**src/rtl/adc_lane_bitslip_align.sv**
```systemverilog
// ---------------------------------------------------------------------------
// adc_lane_bitslip_align
//
// Per-lane word-alignment trainer for the ADC receive path. It sits after the
// per-lane deserializers and the bit-order remap. Each lane's 8-bit word is
// compared against a training pattern that has no rotational symmetry. While a
// lane is misaligned, the block sends one-cycle bitslip pulses back to that
// lane's deserializer. It stops when the lane shows LOCK_CNT consecutive
// matching words (LOCKED), or when MAX_SLIP slips have been spent and the lane
// still mismatches (FAIL).
//
// Every lane runs its own FSM. All lanes are (re)started together by a
// single-cycle train_start.
//
// Ports
//   clk          deserializer parallel-word clock
//   rst_n        asynchronous active-low reset
//   train_start  single-cycle request to (re)start training on all lanes
//   lane_data    deserialized words, lane n = remap lane n
//   bitslip      one-cycle bitslip request per lane
//   lane_locked  lane reached LOCKED
//   lane_fail    lane reached FAIL
//   slip_count   bitslips issued on the lane since the last train_start
//   align_busy   some lane is settling / checking / slipping (one cycle lag)
//   align_done   every lane is LOCKED or FAIL (one cycle lag)
//   align_ok     every lane is LOCKED (one cycle lag)
//
// Handshake: there is no valid/ready. lane_data is treated as valid on every
// clock. bitslip is a fire-and-forget pulse that the deserializer must honour
// within SETTLE_CYC cycles.
// ---------------------------------------------------------------------------
module adc_lane_bitslip_align #(
    parameter int                NUM_LANES     = 8,
    parameter int                SER_W         = 8,
    parameter logic [SER_W-1:0]  TRAIN_PATTERN = 8'h2D,
    parameter int                SETTLE_CYC    = 4,
    parameter int                LOCK_CNT      = 16,
    parameter int                MAX_SLIP      = SER_W,
    parameter int                SLIP_W        = $clog2(MAX_SLIP + 1)
) (
    input  logic                              clk,
    input  logic                              rst_n,
    input  logic                              train_start,
    input  logic [NUM_LANES-1:0][SER_W-1:0]   lane_data,
    output logic [NUM_LANES-1:0]              bitslip,
    output logic [NUM_LANES-1:0]              lane_locked,
    output logic [NUM_LANES-1:0]              lane_fail,
    output logic [NUM_LANES-1:0][SLIP_W-1:0]  slip_count,
    output logic                              align_busy,
    output logic                              align_done,
    output logic                              align_ok
);

    localparam int SETTLE_W = $clog2(SETTLE_CYC + 1);
    localparam int MATCH_W  = $clog2(LOCK_CNT + 1);

    // Terminal counter values, pre-sized so the compares are width-exact.
    localparam logic [SETTLE_W-1:0] SETTLE_LAST = SETTLE_W'(SETTLE_CYC - 1);
    localparam logic [MATCH_W-1:0]  MATCH_LAST  = MATCH_W'(LOCK_CNT - 1);
    localparam logic [SLIP_W-1:0]   SLIP_LIMIT  = SLIP_W'(MAX_SLIP);

    typedef enum logic [2:0] {
        ST_IDLE   = 3'd0,
        ST_SETTLE = 3'd1,
        ST_CHECK  = 3'd2,
        ST_SLIP   = 3'd3,
        ST_LOCKED = 3'd4,
        ST_FAIL   = 3'd5
    } lane_state_e;

    // Current state of every lane. This array feeds the global reductions and
    // also gives an observation point for the lane FSMs.
    lane_state_e lane_state [NUM_LANES];

    for (genvar n = 0; n < NUM_LANES; n++) begin : g_lane
        lane_state_e               state_q, state_d;
        logic [SETTLE_W-1:0]       settle_cnt_q, settle_cnt_d;
        logic [MATCH_W-1:0]        match_cnt_q, match_cnt_d;
        logic [SLIP_W-1:0]         slip_cnt_q, slip_cnt_d;
        logic                      bitslip_q, locked_q, fail_q;

        always_comb begin
            state_d      = state_q;
            settle_cnt_d = settle_cnt_q;
            match_cnt_d  = match_cnt_q;
            slip_cnt_d   = slip_cnt_q;

            // A restart beats every other transition, including an in-flight
            // SLIP. That cycle's pulse has already been driven from the flop.
            if (train_start) begin
                state_d      = ST_SETTLE;
                settle_cnt_d = '0;
                match_cnt_d  = '0;
                slip_cnt_d   = '0;
            end else begin
                case (state_q)
                    ST_IDLE: begin
                        state_d = ST_IDLE;
                    end
                    ST_SETTLE: begin
                        // lane_data is ignored here: the deserializer may
                        // still be applying the previous slip.
                        if (settle_cnt_q == SETTLE_LAST) begin
                            state_d = ST_CHECK;
                        end else begin
                            settle_cnt_d = settle_cnt_q + SETTLE_W'(1);
                        end
                    end
                    ST_CHECK: begin
                        if (lane_data[n] == TRAIN_PATTERN) begin
                            if (match_cnt_q == MATCH_LAST) begin
                                state_d = ST_LOCKED;
                            end else begin
                                match_cnt_d = match_cnt_q + MATCH_W'(1);
                            end
                        end else if (slip_cnt_q == SLIP_LIMIT) begin
                            state_d = ST_FAIL;
                        end else begin
                            // A partial run earns no credit toward lock.
                            match_cnt_d = '0;
                            state_d     = ST_SLIP;
                        end
                    end
                    ST_SLIP: begin
                        slip_cnt_d   = slip_cnt_q + SLIP_W'(1);
                        settle_cnt_d = '0;
                        state_d      = ST_SETTLE;
                    end
                    ST_LOCKED: begin
                        state_d = ST_LOCKED;
                    end
                    ST_FAIL: begin
                        state_d = ST_FAIL;
                    end
                    default: begin
                        state_d = ST_IDLE;
                    end
                endcase
            end
        end

        // The output flops decode the next state. As a result the pulse and
        // status bits line up exactly with the cycle the lane sits in that
        // state.
        always_ff @(posedge clk or negedge rst_n) begin
            if (!rst_n) begin
                state_q      <= ST_IDLE;
                settle_cnt_q <= '0;
                match_cnt_q  <= '0;
                slip_cnt_q   <= '0;
                bitslip_q    <= 1'b0;
                locked_q     <= 1'b0;
                fail_q       <= 1'b0;
            end else begin
                state_q      <= state_d;
                settle_cnt_q <= settle_cnt_d;
                match_cnt_q  <= match_cnt_d;
                slip_cnt_q   <= slip_cnt_d;
                bitslip_q    <= (state_d == ST_SLIP);
                locked_q     <= (state_d == ST_LOCKED);
                fail_q       <= (state_d == ST_FAIL);
            end
        end

        assign lane_state[n]  = state_q;
        assign bitslip[n]     = bitslip_q;
        assign lane_locked[n] = locked_q;
        assign lane_fail[n]   = fail_q;
        assign slip_count[n]  = slip_cnt_q;
    end

    // Global status: registered reductions over the current lane states.
    logic any_idle, any_active, all_final, all_locked;
    logic align_busy_d, align_done_d, align_ok_d;
    logic align_busy_q, align_done_q, align_ok_q;

    always_comb begin
        any_idle   = 1'b0;
        any_active = 1'b0;
        all_final  = 1'b1;
        all_locked = 1'b1;
        for (int i = 0; i < NUM_LANES; i++) begin
            if (lane_state[i] == ST_IDLE) begin
                any_idle = 1'b1;
            end
            if ((lane_state[i] == ST_SETTLE) || (lane_state[i] == ST_CHECK) ||
                (lane_state[i] == ST_SLIP)) begin
                any_active = 1'b1;
            end
            if ((lane_state[i] != ST_LOCKED) && (lane_state[i] != ST_FAIL)) begin
                all_final = 1'b0;
            end
            if (lane_state[i] != ST_LOCKED) begin
                all_locked = 1'b0;
            end
        end
        // Any idle lane forces all three low. all_final and all_locked are
        // already low in that case, so only busy needs the explicit mask.
        align_busy_d = any_active & ~any_idle;
        align_done_d = all_final;
        align_ok_d   = all_locked;
    end

    always_ff @(posedge clk or negedge rst_n) begin
        if (!rst_n) begin
            align_busy_q <= 1'b0;
            align_done_q <= 1'b0;
            align_ok_q   <= 1'b0;
        end else begin
            align_busy_q <= align_busy_d;
            align_done_q <= align_done_d;
            align_ok_q   <= align_ok_d;
        end
    end

    assign align_busy = align_busy_q;
    assign align_done = align_done_q;
    assign align_ok   = align_ok_q;

endmodule

```
**config.mk**
```make
export PLATFORM = sky130hd
export DESIGN_NAME = adc_lane_bitslip_align
export DESIGN_NICKNAME = d
export VERILOG_FILES = /design/src/rtl/adc_lane_bitslip_align.sv
export SDC_FILE = /design/constraint.sdc
export NUM_CORES = 1
export LEC_CHECK = 0
export CAP_MARGIN = 20
export CORE_AREA = 2 2 124 126
export CTS_CLUSTER_SIZE = 40
export DETAILED_ROUTE_END_ITERATION = 10
export DIE_AREA = 0 0 126 128
export GPL_ROUTABILITY_DRIVEN = 0
export GPL_TIMING_DRIVEN = 0
export PLACE_DENSITY = 0.85
export SKIP_CTS_REPAIR_TIMING = 1
export SYNTH_ARGS = -nofsm -noshare
export SYNTH_HDL_FRONTEND = slang
export SYNTH_SLANG_ARGS = --single-unit
```
**constraint.sdc**
```tcl
create_clock -name clk -period 6.9 [get_ports clk]
set_input_delay 0.69 -clock clk [delete_from_list [all_inputs] [get_ports clk]]
set_output_delay 0.69 -clock clk [all_outputs]
set_load 0.01 [all_outputs]
```
* Word level (Yosys, flattened, before mapping)
Index checks and enable logic that the tools add are counted.
Widths: inputs -> output; s select.
** Operators by class
- Add/subtract/negate cells :: 24
- Eq/ne operators :: 136
- Muxes and demuxes :: 160
- Bitwise operators :: 2
- Reduce and logical (&&, ||, !) cells :: 72
** Operators by type and width (number)
- $mux 5 :: 40
- $mux 3 :: 56
- $ne 3x3->1 const B :: 40
- $pmux 3 s5 :: 8
- $eq 3x2->1 const B :: 32
- $eq 3x3->1 const B :: 32
- $eq 8x6->1 const B :: 8
- $mux 4 :: 16
- $pmux 3 s2 :: 8
- $add 5x1->5 const B :: 8
- $eq 5x4->1 const B :: 8
- $add 4x1->4 const B :: 8
- $eq 4x4->1 const B :: 8
- $mux 1 :: 32
- $reduce_bool 2->1 :: 16
- $add 3x1->3 const B :: 8
- $eq 3x1->1 const B :: 8
- $logic_not 3->1 :: 8
- $reduce_and 3->1 :: 8
- $reduce_bool 3->1 :: 8
- $logic_or 1x1->1 :: 16
- $reduce_and 2->1 :: 8
- $logic_and 1x1->1 :: 8
- $and 1x1->1 :: 1
- $not 1->1 :: 1
** Storage, ports and cells
- Flip-flop bits (word level) :: 147
- Input port bits :: 67
- Output and inout bits :: 59
- Word-level logic and storage cells :: 453

* Logic depth before layout (Yosys ltp)
- Depth in word-level cells :: 12
- Depth in mapped cells :: 8
- Mapped depth without buffers :: 7

* Worst setup path after synthesis
OpenSTA, ideal clock, no wires.
- Path kind :: flip-flop to flip-flop
- From :: register g_lane[1].match_cnt_q[0]
- To :: register g_lane[1].match_cnt_q[3]
- Library setup time :: 0.126 ns
- Arrival :: 2.285 ns
- Data required time :: 6.774 ns
- Slack :: 4.489 ns
- Cell stages (with the launch flop) :: 8
- Buffers on the path :: 0
- Clock period less this slack :: 2.411 ns
- Path through :: dfrtp_1 > ha_1 > and3_1 > ha_1 > or4b_4 > or3_4 > and3_4 > a221o_1
** Between the ends
- Longest elaborated chain between the ends :: 5
- Elaborated cells on any way between the ends :: 8
- Classes of those cells :: add/sub (1); eq/ne (2); mux (4); reduce/logical (1)
** Ends and longest elaborated chain
- start: declaration :: line 78 : logic [MATCH_W-1:0] match_cnt_q, match_cnt_d;
- start signal: assignment :: line 157 : match_cnt_q <= match_cnt_d;
- $add 5x1->5 :: line 114 : match_cnt_d = match_cnt_q + MATCH_W'(1);
- $mux 5 :: line 111 : if (match_cnt_q == MATCH_LAST) begin
- $mux 5 :: line 110 : if (lane_data[n] == TRAIN_PATTERN) begin
- $mux 5 :: line 96 : case (state_q)
- $mux 5 :: line 90 : if (train_start) begin
Parallel ways exist; a longest one is shown, timed or not. The select of a mux whose other input is x is not followed.
A chain may end at the register's enable or synchronous reset.

* Worst setup path in the final report
- From :: input train_start
- To :: register g_lane[2].slip_cnt_q[0]
** Between the ends
- Longest elaborated chain between the ends :: 1
- Elaborated cells on any way between the ends :: 2
- Classes of those cells :: mux (1); reduce/logical (1)
** Ends and longest elaborated chain
- start: declaration :: line 43 : input logic train_start,
- $mux 4 / $reduce_bool 2->1 (equally long branches)
- end signal: assignment :: line 158 : slip_cnt_q <= slip_cnt_d;
- end: declaration :: line 79 : logic [SLIP_W-1:0] slip_cnt_q, slip_cnt_d;
Parallel ways exist; a longest one is shown, timed or not.

==> metrics.md <==
| Metric | Value |
|---|---|
| Status | `finished, final reports clean` |
| Clk Latency, worst-skew pair | `430 ps` |
| Initial Util | `58.6%` |
| DR iter-0 viols | `720` |
| H-Tree Level Count | `4` |
| Final Hold Vio Count | `0` |
| Worst Hold Class | `in2async` |
| 1st-pass router iterations | `5` |
| Initial antenna violation count | `0` |
| # rows | `45` |
| Slew Limit Fails | `0` |
| Synth area leader | `dfrtp_1` |
| Vias in the first global route | `7174` |
| ANT nets after route | `0` |
| CTS tree | `yes` |
| Root buf cell | `clkbuf_16` |
| Tot GR Track Use | `26.9%` |
| I/O Buffers | `125` |
| Seq cells post-synth | `147` |
| CTS Buf Count | `17` |
| Crit share post-route | `52.1%` |
| Post-synthesis sequential area ratio | `42.2%` |
| Final wirelength | `21200 um` |
| Final setup TNS | `0 ps` |
| Top cells by area, synth | `dfrtp_1, ha_1, nand2_1` |
| Clock skew | `8.45 ps` |
| Crit Path Max Fanout | `10` |
| Max Cap Violations | `0` |
| Syn Area/Cell | `9.58 sq um` |
| WL/cell | `16.9 um` |
| VDD IR-drop max | `0.247 mV` |
| Largest net degree at the start of global routing | `103` |
| WP data arrival | `3870 ps` |
| Yosys cell types | `75` |
| Residual DRC | `0` |
| Fin nets | `1175` |
| Die X | `126 um` |
| Clock Sinks | `147` |
| Final setup viols | `0` |
| Worst path required time | `7170 ps` |
| Setup CP Type | `in2reg` |
| Lkg Pwr | `4.77 nW` |
| Grt ovf | `0` |
| Actual slew at the worst max-slew pin | `964 ps` |
| Final Cell Area | `10800 sq um` |
| First-pass GRT wire length | `34900 um` |
| Post-synth top cells | `dfrtp_1, nand2_1, ha_1` |
| Post-Place Cell Area | `10200 sq um` |
| Period minus WS final | `3590 ps` |
| IO Pins | `126` |
| Synth Warn # | `0` |
| Slowest-stage cell, CP | `buf_1` |
| Gate Count Post-Synth | `910` |
| Synth top area share | `42.2%` |
| Critical Path, Cell by Cell | `clkdlybuf4s50_1 > clkbuf_1 > buf_1 > clkbuf_1 > buf_1 > nor2_1` |
| Post-synth EDFFs | `0` |
| Post-DR vias/cell | `6.11` |
| Clk slew on worst S/H paths | `60 ps` |
| Most common cell in the netlist | `dfrtp_1` |
| Mapped cell area | `8720 sq um` |
| Die area | `16100 sq um` |
| Vias | `7663` |
| Diode count | `0` |
| Post-synthesis net count | `1030` |
| Die height | `128 um` |
| F_max | `278 MHz` |
| Endpoint kind of the worst setup timing path | `flip-flop` |
| Max-slew headroom | `34.8%` |
| Post-synth ARST share | `100%` |
| Longest Clk Path Bufs | `2` |
| Core area | `14900 sq um` |
| Most used DFF post-synth | `dfrtp_1` |
| Startpoint class of the critical path | `input pin` |
| RSZ-0062 raised after global routing | `no` |
| Share of cells above drive strength 1 | `9.84%` |
| Post-DP HPWL | `15000 um` |
| Pwr/cell area | `244 nW/um^2` |
| Crit-path max cell delay | `640 ps` |
| Synth-to-layout area growth | `24.4%` |
[final timing paths]
path	from	end	slack [ps]	depth (start not counted)
max	train_start	g_lane[2].slip_cnt_q[0]$_DFFE_PN0P_	3310	6
min	rst_n	g_lane[7].match_cnt_q[3]$_DFFE_PN0P_	180	1
max reg2reg	g_lane[7].match_cnt_q[0]$_DFFE_PN0P_	g_lane[7].match_cnt_q[3]$_DFFE_PN0P_	4340	7
min reg2reg	g_lane[6].match_cnt_q[4]$_DFFE_PN0P_	g_lane[6].match_cnt_q[4]$_DFFE_PN0P_	470	1
max in group asynchronous	rst_n	g_lane[2].slip_cnt_q[3]$_DFFE_PN0P_	5880	2
min in group clk	g_lane[6].match_cnt_q[4]$_DFFE_PN0P_	g_lane[6].match_cnt_q[4]$_DFFE_PN0P_	470	1
[layout by cell type (no fill, tap or decap), types with 13 or more instances in the layout]
master / netlist / final
nor3b_1: 18 / 18
nand2_1: 73 / 73
and3_1: 18 / 18
clkbuf_16: 0 / 17
ha_1: 53 / 53
nand2b_1: 15 / 15
nor4b_1: 16 / 16
nor2_1: 48 / 48
inv_1: 47 / 47
o211ai_1: 13 / 13
o21ai_0: 34 / 34
nand3_1: 52 / 52
nor3_1: 30 / 30
clkdlybuf4s50_1: 0 / 124
clkbuf_1: 23 / 23
nor2b_1: 20 / 20
dfrtp_1: 147 / 147
a21oi_1: 46 / 46
buf_4: 24 / 24
and2_1: 13 / 13
[flip-flops by register name (all words and copies together), names as in the netlist]
name / flops
align_busy: 1
align_done: 1
g_lane.match_cnt_q: 40
align_ok: 1
g_lane.state_q: 24
g_lane.settle_cnt_q: 24
g_lane.locked_q: 8
g_lane.slip_cnt_q: 32
g_lane.bitslip_q: 8
g_lane.fail_q: 8
[area by class of cell]
| type | count | area (sq um) |
|---|---|---|
| multi-input combinational | 659 | 4530 |
| sequential | 147 | 3680 |
| fill | 1085 | 4020 |
| buffer | 57 | 328 |
| tap | 188 | 235 |
| clock inverter | 10 | 130 |
| clock buffer | 21 | 480 |
| inverter | 47 | 176 |
| timing repair buffer | 126 | 1280 |
[metrics by stage]
stage,worst slack [ps],cells,hold slack (ps),power [mW],util [%]
3_5_place_dp,2880,1224,467,1.69,68.8
2_1_floorplan,4490,910,394,1.48,-
3_3_place_gp,-710,1223,461,1.66,68.6
5_1_grt,3320,1255,209,2.79,72.9
6_report,3310,1255,180,2.65,72.9
4_1_cts,3360,1255,195,2.65,72.9
[worst max-delay path: cells and delay by family]
| family | cells | cell delay (ps) |
|---|---|---|
| buffers and inverters | 5 | 3050 |
| AND/OR/NAND/NOR | 1 | 120 |
[cells by family (layout without fill, tap and decap cells)]
family | Yosys count | in the layout | synth area share (%)
compound gates | 184 | 184 | 14.4
buf+inv | 104 | 261 | 5.78
fa+ha+maj | 53 | 53 | 7.61
mux | 9 | 9 | 1.16
flops | 147 | 147 | 42.2
simple gates | 395 | 395 | 27.0
xor+xnor | 18 | 18 | 1.81
[power breakdown]
part	leakage, nW	switching [mW]	internal [mW]
clock network	0.300	0.352	0.601
registers	2.00	0.0782	0.944
logic	2.47	0.368	0.305
total	4.77	0.799	1.85
[metal layers]
layer | GRT usage [%] | vias up | routed length [um]
li1 | - | 3603 | -
met1 | 35.4 | 3736 | 9020
met2 | 44.6 | 288 | 10300
met3 | 6.64 | 36 | 1510
met4 | 7.63 | 0 | 325
met5 | 0 | - | 0
(Power assumes the default switching activity.)
